`src/rtl/bcd_scan_counter.sv`:
```
// Multi-digit BCD up-counter with a time-multiplexed digit scanner feeding one shared
// seven-segment decoder: one registered nibble and a one-hot digit select per cycle.
module bcd_scan_counter #(
  parameter int unsigned DIGITS   = 4,
  parameter int unsigned SCAN_DIV = 1000,
  parameter bit          LZB      = 1'b1
) (
  input  logic                  clk,
  input  logic                  rst_n,
  input  logic                  inc,
  input  logic                  clr,
  input  logic                  hold,
  output logic [4*DIGITS-1:0]   value,
  output logic                  overflow,
  output logic [3:0]            bcd_out,
  output logic [DIGITS-1:0]     digit_en
);

  localparam int unsigned IdxW = (DIGITS > 1) ? $clog2(DIGITS) : 1;
  localparam int unsigned PreW = $clog2(SCAN_DIV);

  logic [4*DIGITS-1:0] count_q, count_d;
  logic                ovf_q, ovf_d;
  logic [PreW-1:0]     presc_q, presc_d;
  logic [IdxW-1:0]     idx_q, idx_d;
  logic [3:0]          bcd_q, bcd_d;
  logic [DIGITS-1:0]   en_q, en_d;

  logic       carry;
  logic [3:0] nib;
  logic       presc_wrap;
  logic       upper_zero;
  logic       blank;

  // Count: clr beats hold beats inc; a held inc is dropped, not queued.
  always_comb begin
    count_d = count_q;
    ovf_d   = 1'b0;
    carry   = 1'b0;
    nib     = 4'd0;
    if (clr) begin
      count_d = '0;
    end else if (!hold && inc) begin
      carry = 1'b1;
      for (int k = 0; k < DIGITS; k++) begin
        nib = count_q[4*k +: 4];
        if (carry) begin
          if (nib == 4'd9) begin
            count_d[4*k +: 4] = 4'd0;
          end else begin
            count_d[4*k +: 4] = nib + 4'd1;
            carry             = 1'b0;
          end
        end
      end
      ovf_d = carry;
    end
  end

  // Scanner runs freely; no count command touches it.
  always_comb begin
    presc_wrap = (presc_q == PreW'(SCAN_DIV - 1));
    presc_d    = presc_wrap ? '0 : presc_q + 1'b1;
    idx_d      = idx_q;
    if (presc_wrap) begin
      idx_d = (idx_q == IdxW'(DIGITS - 1)) ? '0 : idx_q + 1'b1;
    end
  end

  // Blank a slot only when it and every more-significant digit are zero.
  always_comb begin
    bcd_d      = 4'd0;
    upper_zero = 1'b1;
    for (int k = 0; k < DIGITS; k++) begin
      if (IdxW'(k) == idx_q) begin
        bcd_d = count_q[4*k +: 4];
      end
      if ((IdxW'(k) >= idx_q) && (count_q[4*k +: 4] != 4'd0)) begin
        upper_zero = 1'b0;
      end
    end
    blank = LZB && (idx_q != '0) && upper_zero;
    en_d  = blank ? '0 : (DIGITS'(1) << idx_q);
  end

  always_ff @(posedge clk or negedge rst_n) begin
    if (!rst_n) begin
      count_q <= '0;
      ovf_q   <= 1'b0;
      presc_q <= '0;
      idx_q   <= '0;
      bcd_q   <= 4'd0;
      en_q    <= '0;
    end else begin
      count_q <= count_d;
      ovf_q   <= ovf_d;
      presc_q <= presc_d;
      idx_q   <= idx_d;
      bcd_q   <= bcd_d;
      en_q    <= en_d;
    end
  end

  assign value    = count_q;
  assign overflow = ovf_q;
  assign bcd_out  = bcd_q;
  assign digit_en = en_q;

endmodule

```
`config.mk`:
```
export PLATFORM = sky130hd
export DESIGN_NAME = bcd_scan_counter
export DESIGN_NICKNAME = d
export VERILOG_FILES = /design/src/rtl/bcd_scan_counter.sv
export SDC_FILE = /design/constraint.sdc
export NUM_CORES = 1
export LEC_CHECK = 0
export BUFFER_PORTS_ARGS = -buffer_cell sky130_fd_sc_hd__buf_2
export CORE_MARGIN = 2
export CORE_UTILIZATION = 55
export CTS_CLUSTER_SIZE = 20
export DETAILED_ROUTE_END_ITERATION = 10
export PLACE_DENSITY_LB_ADDON = 0.2
export SLEW_MARGIN = 30
export SYNTH_ARGS = -nofsm -noshare
export SYNTH_HDL_FRONTEND = slang
export SYNTH_SLANG_ARGS = --single-unit
```
`constraint.sdc`:
```
create_clock -name clk -period 1.93 [get_ports clk]
set_input_delay 0.2895 -clock clk [delete_from_list [all_inputs] [get_ports clk]]
set_output_delay 0.2895 -clock clk [all_outputs]
set_load 0.005 [all_outputs]
```
==> flow_metrics.env, run 1 <==
export IMPL_required_ns=2.15
export IMPL_die_height_um=66.2
export IMPL_routed_wl_mm=4.24
export IMPL_avgSynthCellArea_um2=9.76
export IMPL_fin_crit_ns=1.85
export IMPL_maxCapViolCount=0
export IMPL_slew_violations=0
export IMPL_hold_viol_final=0
export IMPL_gr_total_overflow=0
export IMPL_antenna_found_initial=0
export IMPL_core_rowCount=22
export IMPL_setup_viol_count_final=0
export IMPL_start_util=0.577
export IMPL_synth_nets=241
export IMPL_cts_clk_slew_worst_paths_ns=0.07
export IMPL_dieWidth_um=66.2
export IMPL_r2r_slack_ns=0.08
export IMPL_path_max_fanout=8
export IMPL_wl_per_cell_um=14.0
export IMPL_critPathSlowestCell="dfrtp_2"
export IMPL_worstPathArrival_ns=2.07
export IMPL_drt_iter0_markers=92
export IMPL_r2r_end="value[12]"
export IMPL_num_vias=1641
export IMPL_grt_usage=0.222
export IMPL_antenna_cells=0
export IMPL_vdd_ir_drop_max_mv=0.448
export IMPL_setup_tns_ns=0
export IMPL_dp_cells=295
export IMPL_netlist_area_um2=2130
export IMPL_ys_warn_count=0
export IMPL_area_growth_pct=16.7
export IMPL_grt_pass1_wl_mm=7.44
export IMPL_syn_inst=218
export IMPL_grt_max_degree=38
export IMPL_firstDrtPassIters=4
export IMPL_critical_path_cell_count=7
export IMPL_critPathCaptureType="flop"
export IMPL_timing_rr_start="value[1]"
export IMPL_yosysSeqAreaShare=0.435
export IMPL_skew_ns=0.00761
export IMPL_cts_htree_levels=2
export IMPL_p_leak_nw=1.27
export IMPL_core_area_um2=3690
export IMPL_clock_tree_buffer_depth=2
export IMPL_finalNonFillerCells=304
export IMPL_grt_pass1_vias=1579
export IMPL_portBuffers=29
export IMPL_holdCritPathClass="in -> async"
export IMPL_dp_hpwl_mm=2.97
export IMPL_drive_gt1_frac=0.211
export IMPL_max_slew_worst_pin_slew_ns=0.454
export IMPL_die_area_um2=4380
export IMPL_synth_seq_cells=37
export IMPL_cts_sinks=37
export IMPL_worstSetupStartpointType="flop"
export IMPL_max_slew_margin=0.698
export IMPL_critPathKind="reg -> reg"
export IMPL_num_io_pins=30
export IMPL_via_per_inst=5.40
export IMPL_fmax_ghz=0.541
export IMPL_cp_endpoint="value[12]"
export IMPL_crit_family="simple AND/OR/NAND/NOR gates"
export IMPL_nets=278
export IMPL_cts_tree="done"
export IMPL_slowest_delay_ns=0.44
export IMPL_crit_start="value[1]"
export IMPL_worst_path_buf_inv=2
export IMPL_whs_ns=0.0315
export IMPL_status="completed"
export IMPL_cts_hold_fix_buffers=0
export IMPL_place_gp_congestion=0.868
export IMPL_cts_made_buffers=5
export IMPL_crit_chain="inv_1, ha_2, nand3b_4, nor4_4, buf_4, mux2_4, nor2_1"
export IMPL_drtAntennaViolNets=0
export IMPL_fin_crit_sh=0.958
export IMPL_drc_errors=0
export IMPL_synth_cell_types=38
export IMPL_clk_insertion_delay_late_ns=0.29
export IMPL_ctsRootBufferMaster="clkbuf_8"
export IMPL_powerDensity_nw_per_um2=615
export IMPL_finalCoreUtilization=0.673
export IMPL_reg2reg_depth=7
-- flip-flops by register name, summed over array words and instances (netlist names) --
register / flops
value: 16
presc_q: 10
bcd_out: 4
digit_en: 4
idx_q: 2
overflow: 1
-- worst min-delay path by stage --
stage,startpoint,endpoint,slack (ns),cells past startpoint
2_1_floorplan,rst_n,bcd_out[0],-0.006,0
3_3_place_gp,rst_n,value[2],0.36,2
3_5_place_dp,rst_n,value[2],0.36,2
4_1_cts,rst_n,value[13],0.05,2
5_1_grt,rst_n,digit_en[1],0.08,2
6_report,rst_n,value[5],0.03,2
-- metal layers --
layer	share of wire	global-route usage	vias to the layer above
met3	0.041	0.0630	6
met5	0	0	-
met2	0.44	0.331	36
met4	0.011	0.0714	0
met1	0.50	0.311	776
li1	-	-	823
-- cells in the final DEF, fill, tap and decap left out, types with 4 or more instances in the layout --
cell type,count
a21oi_1,17
buf_4,9
clkbuf_8,6
nand3_1,12
xor2_1,5
inv_1,11
nand2b_1,4
ha_1,17
nand3b_1,6
o21ai_0,7
nand4_1,4
nand2_1,24
dfrtp_1,36
nor2_1,21
buf_2,29
and2_1,5
mux2i_1,4
-- what timing repair did --
item / 4_1_cts / 5_1_grt
gates resized for setup: 0 / 2
endpoints found under the setup margin: 0 / 4
setup buffers: 0 / 1
-- final cells by class --
class / instances / area [um2]
clock buffers: 7 / 86.3
clock inverters: 1 / 30.0
fillers: 323 / 1200
inverters: 11 / 41.3
multi-input cells: 162 / 1130
flip-flops and latches: 37 / 927
well taps: 48 / 60.1
repair buffers: 38 / 213
-- metrics by stage --
step	cell area, um2	power [W]	worst slack, ns
after global routing	2480	0.00159	-0.00957
after global placement	2360	0.000854	0.186
after detailed placement	2360	0.000855	0.0869
after floorplan	2130	0.000820	0.236
after CTS	2470	0.00155	0.0452
final	2480	0.00153	0.0802
-- cells by family (layout without fill, tap and decap cells) --
family	after synthesis	count (layout)	share of synthesized area
simple gates	99	99	0.270
flops	37	37	0.435
xor+xnor	6	6	0.0247
buf+inv	19	57	0.0370
compound gates	31	31	0.0852
fa+ha+maj	18	18	0.106
mux	8	8	0.0417
-- synth_stat cells --
library cell,number,share of area
dfrtp_1,37,0.44
nand2_1,24,0.042
nor2_1,21,0.037
ha_1,18,0.11
a21oi_1,17,0.040
nand3_1,12,0.028
inv_1,11,0.019
o21ai_0,7,0.016
clkbuf_1,6,0.011
nand3b_1,6,0.021
and2_1,5,0.015
xor2_1,5,0.021
mux2i_1,4,0.019
nand2b_1,4,0.012
nand4_1,4,0.012
and3b_1,3,0.012
nor2b_1,3,0.0088
nor3b_1,3,0.011
nor4b_1,3,0.012
or3_1,3,0.0088
and3_1,2,0.0059
mux2_1,2,0.011
nand3b_4,2,0.019
o221ai_1,2,0.0082
a21boi_0,1,0.0035
a221o_1,1,0.0047
a311oi_1,1,0.0041
a41o_1,1,0.0047
buf_1,1,0.0018
buf_6,1,0.0053
mux2_2,1,0.0053
mux2_4,1,0.0071
nor2_4,1,0.0053
nor3_4,1,0.0076
nor4_1,1,0.0029
nor4_4,1,0.010
o21a_1,1,0.0035
xnor2_1,1,0.0041
-- where the power goes --
part	switching (W)	internal (W)
sequential	0.00000455	0.000779
combinational	0.0000391	0.0000172
clock	0.000266	0.000421
total	0.000310	0.00122
Note: power is estimated with default switching activity, not from simulation.
==> run 2: changes to the inputs <==
--- a/config.mk
+++ b/config.mk
@@ -8,9 +8,11 @@
 export BUFFER_PORTS_ARGS = -buffer_cell sky130_fd_sc_hd__buf_2
 export CORE_MARGIN = 2
 export CORE_UTILIZATION = 55
+export CTS_CLUSTER_DIAMETER = 40
 export CTS_CLUSTER_SIZE = 20
 export DETAILED_ROUTE_END_ITERATION = 10
 export PLACE_DENSITY_LB_ADDON = 0.2
+export RECOVER_POWER = 100
 export SLEW_MARGIN = 30
 export SYNTH_ARGS = -nofsm -noshare
 export SYNTH_HDL_FRONTEND = slang
==> constraint.sdc (replaced) <==
create_clock -name clk -period 1.93 [get_ports clk]
set_input_delay 0.2895 -clock clk [delete_from_list [all_inputs] [get_ports clk]]
set_output_delay 0.2895 -clock clk [all_outputs]
set_load 0.1 [all_outputs]
==> run 2 against run 1 <==
Via count decreased by 1.7%. Design area decreased by 0.86%. Global-route usage decreased by 0.30 points. Critical path type unchanged.
==> flow_metrics.env, run 2 (same netlist as run 1, synthesis figures left out) <==
export IMPL_status="completed"
export IMPL_pwr_share_seq=0.516
export IMPL_via_per_inst=5.39
export IMPL_cts_htree_levels=2
export IMPL_routed_wl_mm=4.23
export IMPL_portBuffers=29
export IMPL_internal_power_w=0.00117
export IMPL_max_slew_margin=0.376
export IMPL_grt_usage=0.219
export IMPL_die_height_um=66.2
export IMPL_holdCritPathClass="in -> async"
export IMPL_cts_tree="done"
export IMPL_stdcell_area_um2=2460
export IMPL_core_rowCount=22
export IMPL_clock_tree_buffer_depth=2
export IMPL_layout_common_cells="dfrtp_1, clkbuf_2, nand2_1"
export IMPL_largest_reg_flops=16
export IMPL_firstDrtPassIters=4
export IMPL_drc_errors=0
export IMPL_ctsRootBufferMaster="clkbuf_8"
export IMPL_setup_viol_count_final=0
export IMPL_place_area_um2=2370
export IMPL_critPathKind="reg -> reg"
export IMPL_rsz0062_at_grt="false"
export IMPL_comb_power_share=0.056
export IMPL_grt_max_degree=38
export IMPL_fin_crit_sh=0.954
export IMPL_fin_crit_ns=1.84
export IMPL_cts_sinks=37
export IMPL_grt_pass1_vias=1497
export IMPL_grt_pass1_wl_mm=7.23
export IMPL_switching_share=0.229
export IMPL_area_growth_pct=15.7
export IMPL_clk_insertion_delay_late_ns=0.29
export IMPL_die_area_um2=4380
export IMPL_core_area_um2=3690
export IMPL_antenna_found_initial=0
export IMPL_path_max_fanout=8
export IMPL_slew_violations=0
export IMPL_hold_viol_final=0
export IMPL_cts_made_buffers=5
export IMPL_powerDensity_nw_per_um2=617
export IMPL_skew_ns=0.00504
export IMPL_power_frac_clock=0.428
export IMPL_maxCapViolCount=0
export IMPL_cts_hold_fix_buffers=0
export IMPL_wl_per_cell_um=14.1
export IMPL_worstPathArrival_ns=2.07
export IMPL_critPathCaptureType="flop"
export IMPL_drive_gt1_frac=0.235
export IMPL_max_slew_worst_pin_slew_ns=0.936
export IMPL_place_gp_congestion=0.817
export IMPL_fillers=321
export IMPL_fmax_ghz=0.543
export IMPL_cts_clk_slew_worst_paths_ns=0.07
export IMPL_drtAntennaViolNets=0
export IMPL_gr_total_overflow=0
export IMPL_worstSetupStartpointType="flop"
export IMPL_required_ns=2.15
export IMPL_dieWidth_um=66.2
export IMPL_drt_iter0_markers=71
export IMPL_antenna_cells=0
export IMPL_dp_hpwl_mm=3.00
export IMPL_p_sw_w=0.000349
export IMPL_vdd_ir_drop_max_mv=0.352
export IMPL_p_leak_nw=1.20
export IMPL_setup_tns_ns=0
export IMPL_num_vias=1613
export IMPL_num_io_pins=30
export IMPL_nets=274
export IMPL_whs_ns=0.206
export IMPL_start_util=0.577
run 2: cell types whose count changed in the layout (fill, tap and decap cells not counted), moves of 3 or more:
cell / previous run / this run
dfrtp_4: 0 / 4
and2_0: 0 / 3
dfrtp_1: 36 / 26
dfrtp_2: 1 / 7
clkbuf_2: 0 / 26
and2_1: 5 / 2
buf_4: 9 / 3
buf_2: 29 / 4
run 2: stage by stage:
step | setup slack, ns | util | total power (W) | instances
finish | 0.0881 | 0.668 | 0.00152 | 299
detailed placement | 0.0792 | 0.641 | 0.000888 | 291
global placement | 0.121 | 0.641 | 0.000887 | 291
global route | 0.00654 | 0.668 | 0.00158 | 299
CTS | 0.0512 | 0.670 | 0.00154 | 298
floorplan | 0.0000716 | - | 0.000853 | 218
run 2: power by group through the flow:
stage,Sequential [W],Combinational (W),Clock (W)
4_1_cts,0.000785,0.0000879,0.000668
2_1_floorplan,0.000830,0.0000230,0
5_1_grt,0.000785,0.0000931,0.000698
3_5_place_dp,0.000800,0.0000874,0
3_3_place_gp,0.000800,0.0000869,0
6_report,0.000784,0.0000855,0.000650
run 2: path summary, 6_finish.rpt:
path / start / end / slack, ns / cells past startpoint
setup reg to reg: value[9] / value[12] / 0.09 / 7
hold reg to reg: presc_q[0] / presc_q[0] / 0.45 / 1
hold / removal: rst_n / value[7] / 0.21 / 2
max in group asynchronous: rst_n / value[9] / 1.03 / 2
setup / recovery: value[9] / value[12] / 0.09 / 7
min in group clk: hold / value[0] / 0.38 / 4
run 2: critical path, cell delays in order (launching register included):
cell      delay [ns]
dfrtp_4         0.50
inv_1           0.10
ha_2            0.22
nand3b_4        0.10
nor4_4          0.27
buf_4           0.19
mux2_4          0.30
nor2_1          0.09
run 2: layout make-up:
class / instances / area (um2) / share of cell area
tap: 48 / 60.1 / 0.0244
inverter: 11 / 41.3 / 0.0168
timing repair buffer: 34 / 176 / 0.0716
clock buffer: 5 / 68.8 / 0.0279
sequential: 37 / 950 / 0.386
multi-input combinational: 162 / 1130 / 0.459
clock inverter: 2 / 35.0 / 0.0142
run 2: repair_timing:
item                       in CTS  in global routing
setup endpoints to repair       0                  3
resized for setup               0                  1
buffers inserted                0                  1
run 2: per-layer routing:
metal  routed length, um  vias to the layer above  GRT usage  part of all wire
li1                    -                      815          -                 -
met1                2090                      754      0.319              0.50
met2                1900                       40      0.324              0.45
met3                 198                        4     0.0511             0.047
met4                  38                        0     0.0638            0.0090
met5                   0                        -          0                 0
==> run 3: changes to the inputs <==
--- a/config.mk
+++ b/config.mk
@@ -5,12 +5,14 @@
 export SDC_FILE = /design/constraint.sdc
 export NUM_CORES = 1
 export LEC_CHECK = 0
+export ABC_CLOCK_PERIOD_IN_PS = 1930
 export BUFFER_PORTS_ARGS = -buffer_cell sky130_fd_sc_hd__buf_2
 export CORE_MARGIN = 2
 export CORE_UTILIZATION = 55
 export CTS_CLUSTER_DIAMETER = 40
 export CTS_CLUSTER_SIZE = 20
 export DETAILED_ROUTE_END_ITERATION = 10
+export GPL_TIMING_DRIVEN = 0
 export PLACE_DENSITY_LB_ADDON = 0.2
 export RECOVER_POWER = 100
 export SLEW_MARGIN = 30
==> run 3 against run 2 <==
Highest routed layer unchanged. Design area decreased by 0.10%. Utilization decreased by 0.068 points. Worst setup slack got worse by 0.012 ns. Sequential power about the same. Register-to-register slack about the same. Critical path depth decreased by 1. Clock-buffer cell count increased by 2. Via count increased by 1.9%. Total power decreased by 7.4%. Sequential share of layout area increased by 0.19 points. Non-clock buffer count increased by 4. Sequential cell count unchanged.
==> flow_metrics.env, run 3 (same netlist as run 1, synthesis figures left out) <==
export IMPL_start_util=0.577
export IMPL_fin_crit_sh=0.961
export IMPL_portBuffers=29
export IMPL_critPathSlowestCell="dfrtp_4"
export IMPL_core_rowCount=22
export IMPL_final_common_cell="clkbuf_2"
export IMPL_dp_hpwl_mm=2.84
export IMPL_cts_tree="done"
export IMPL_wl_met3_um=218
export IMPL_crit_chain="inv_1, ha_1, and3b_1, nand2_1, or3_1, a21oi_1"
export IMPL_fmax_ghz=0.539
export IMPL_cts_htree_levels=2
export IMPL_holdCritPathClass="in -> async"
export IMPL_core_area_um2=3690
export IMPL_dp_cells=295
export IMPL_fin_crit_ns=1.85
export IMPL_place_area_um2=2370
export IMPL_internal_power_w=0.00108
export IMPL_grt_pass1_wl_mm=6.89
export IMPL_critPathCaptureType="flop"
export IMPL_top_layer="met4"
export IMPL_area_growth_pct=15.6
export IMPL_switching_share=0.234
export IMPL_drtAntennaViolNets=0
export IMPL_p_leak_nw=1.18
export IMPL_clk_insertion_delay_late_ns=0.29
export IMPL_powerDensity_nw_per_um2=572
export IMPL_wl_per_cell_um=13.1
export IMPL_clock_tree_buffer_depth=2
export IMPL_timing_rr_start="value[1]"
export IMPL_maxCapViolCount=0
export IMPL_pwr_share_seq=0.558
export IMPL_cts_sinks=37
export IMPL_max_slew_worst_pin_slew_ns=0.927
export IMPL_num_io_pins=30
export IMPL_vdd_ir_drop_max_mv=0.469
export IMPL_via_per_inst=5.42
export IMPL_grt_max_degree=38
export IMPL_routed_wl_mm=3.96
export IMPL_largest_reg_flops=16
export IMPL_hold_viol_final=0
export IMPL_cts_clk_slew_worst_paths_ns=0.07
export IMPL_r2r_end="value[7]"
export IMPL_reg2reg_depth=6
export IMPL_grt_pass1_vias=1527
export IMPL_worstPathArrival_ns=2.06
export IMPL_layout_common_cells="clkbuf_2, dfrtp_1, nand2_1"
export IMPL_die_height_um=66.2
export IMPL_gr_total_overflow=0
export IMPL_grt_usage=0.213
export IMPL_power_frac_clock=0.384
export IMPL_antenna_found_initial=0
export IMPL_path_max_fanout=6
export IMPL_stdcell_area_um2=2460
export IMPL_drt_iter0_markers=81
export IMPL_r2r_slack_ns=0.08
export IMPL_die_area_um2=4380
export IMPL_max_slew_margin=0.382
export IMPL_firstDrtPassIters=4
export IMPL_slew_violations=0
export IMPL_cts_made_buffers=5
export IMPL_drc_errors=0
export IMPL_place_gp_congestion=0.848
export IMPL_drive_gt1_frac=0.220
export IMPL_p_sw_w=0.000330
export IMPL_skew_ns=0.00561
export IMPL_status="completed"
export IMPL_slowest_delay_ns=0.50
export IMPL_antenna_cells=0
export IMPL_critPathKind="reg -> reg"
export IMPL_num_vias=1643
export IMPL_nets=278
export IMPL_worstSetupStartpointType="flop"
export IMPL_dr_wl_met2_mm=1.71
export IMPL_whs_ns=0.131
export IMPL_comb_power_share=0.058
export IMPL_dieWidth_um=66.2
export IMPL_required_ns=2.14
export IMPL_wl_met1_mm=1.96
export IMPL_finalNonFillerCells=303
export IMPL_ctsRootBufferMaster="clkbuf_8"
export IMPL_setup_viol_count_final=0
==> run 3: cell count changes in the layout (fill, tap and decap cells not counted), sizes merged <==
cell,previous run,this run
clkbuf,32,40
buf,7,5
bufinv,1,0
clkinv,1,0
==> run 3: per-layer routing <==
metal  up-vias  track usage
met2        44        0.313
met3         7       0.0562
met4         0       0.0816
met5         -            0
met1       772        0.299
li1        820            -
==> run 3: worst max path at each step <==
stage,end,depth (start not counted),startpoint
after global routing,value[7],6,value[1]
final,value[7],6,value[1]
after global placement,value[12],6,value[1]
after detailed placement,value[12],6,value[9]
after floorplan,value[12],6,value[13]
after CTS,value[12],6,value[9]
==> run 3: what timing repair did <==
| action | CTS | global route |
|---|---|---|
| hold buffers | 0 | 0 |
| setup endpoints to repair | 0 | 3 |
| setup buffers | 0 | 1 |
| resized for setup | 0 | 2 |
==> run 3: final cells by class <==
class,count,area (um2)
Clock buffer,7,86.3
Sequential cell,37,953
Timing Repair Buffer,30,155
Tap cell,48,60.1
Multi-Input combinational cell,162,1130
Buffer,8,37.5
Inverter,11,41.3
Fill cell,331,1230
==> run 3: power by group through the flow <==
stage / clock network, W / registers, W / logic (W)
5_1_grt: 0.000589 / 0.000785 / 0.0000888
4_1_cts: 0.000558 / 0.000785 / 0.0000856
6_report: 0.000540 / 0.000785 / 0.0000822
2_1_floorplan: 0 / 0.000830 / 0.0000230
3_3_place_gp: 0 / 0.000800 / 0.0000844
3_5_place_dp: 0 / 0.000800 / 0.0000852
==> run 3: critical path, delay by kind of cell (launching register included) <==
kind / cells / cell delay, ns
compound gates: 1 / 0.16
fa+ha+maj: 1 / 0.21
buf+inv: 1 / 0.09
flops: 1 / 0.50
simple gates: 3 / 0.81
==> run 3: metrics by stage <==
| stage | utilization | power (W) | setup WS [ns] | setup TNS (ns) |
|---|---|---|---|---|
| floorplan | - | 0.000853 | 0.0000716 | 0 |
| global placement | 0.643 | 0.000885 | 0.0617 | 0 |
| detailed placement | 0.643 | 0.000886 | 0.0309 | 0 |
| CTS | 0.667 | 0.00143 | 0.00425 | 0 |
| global route | 0.667 | 0.00146 | -0.0145 | -0.0145 |
| finish | 0.667 | 0.00141 | 0.0756 | 0 |
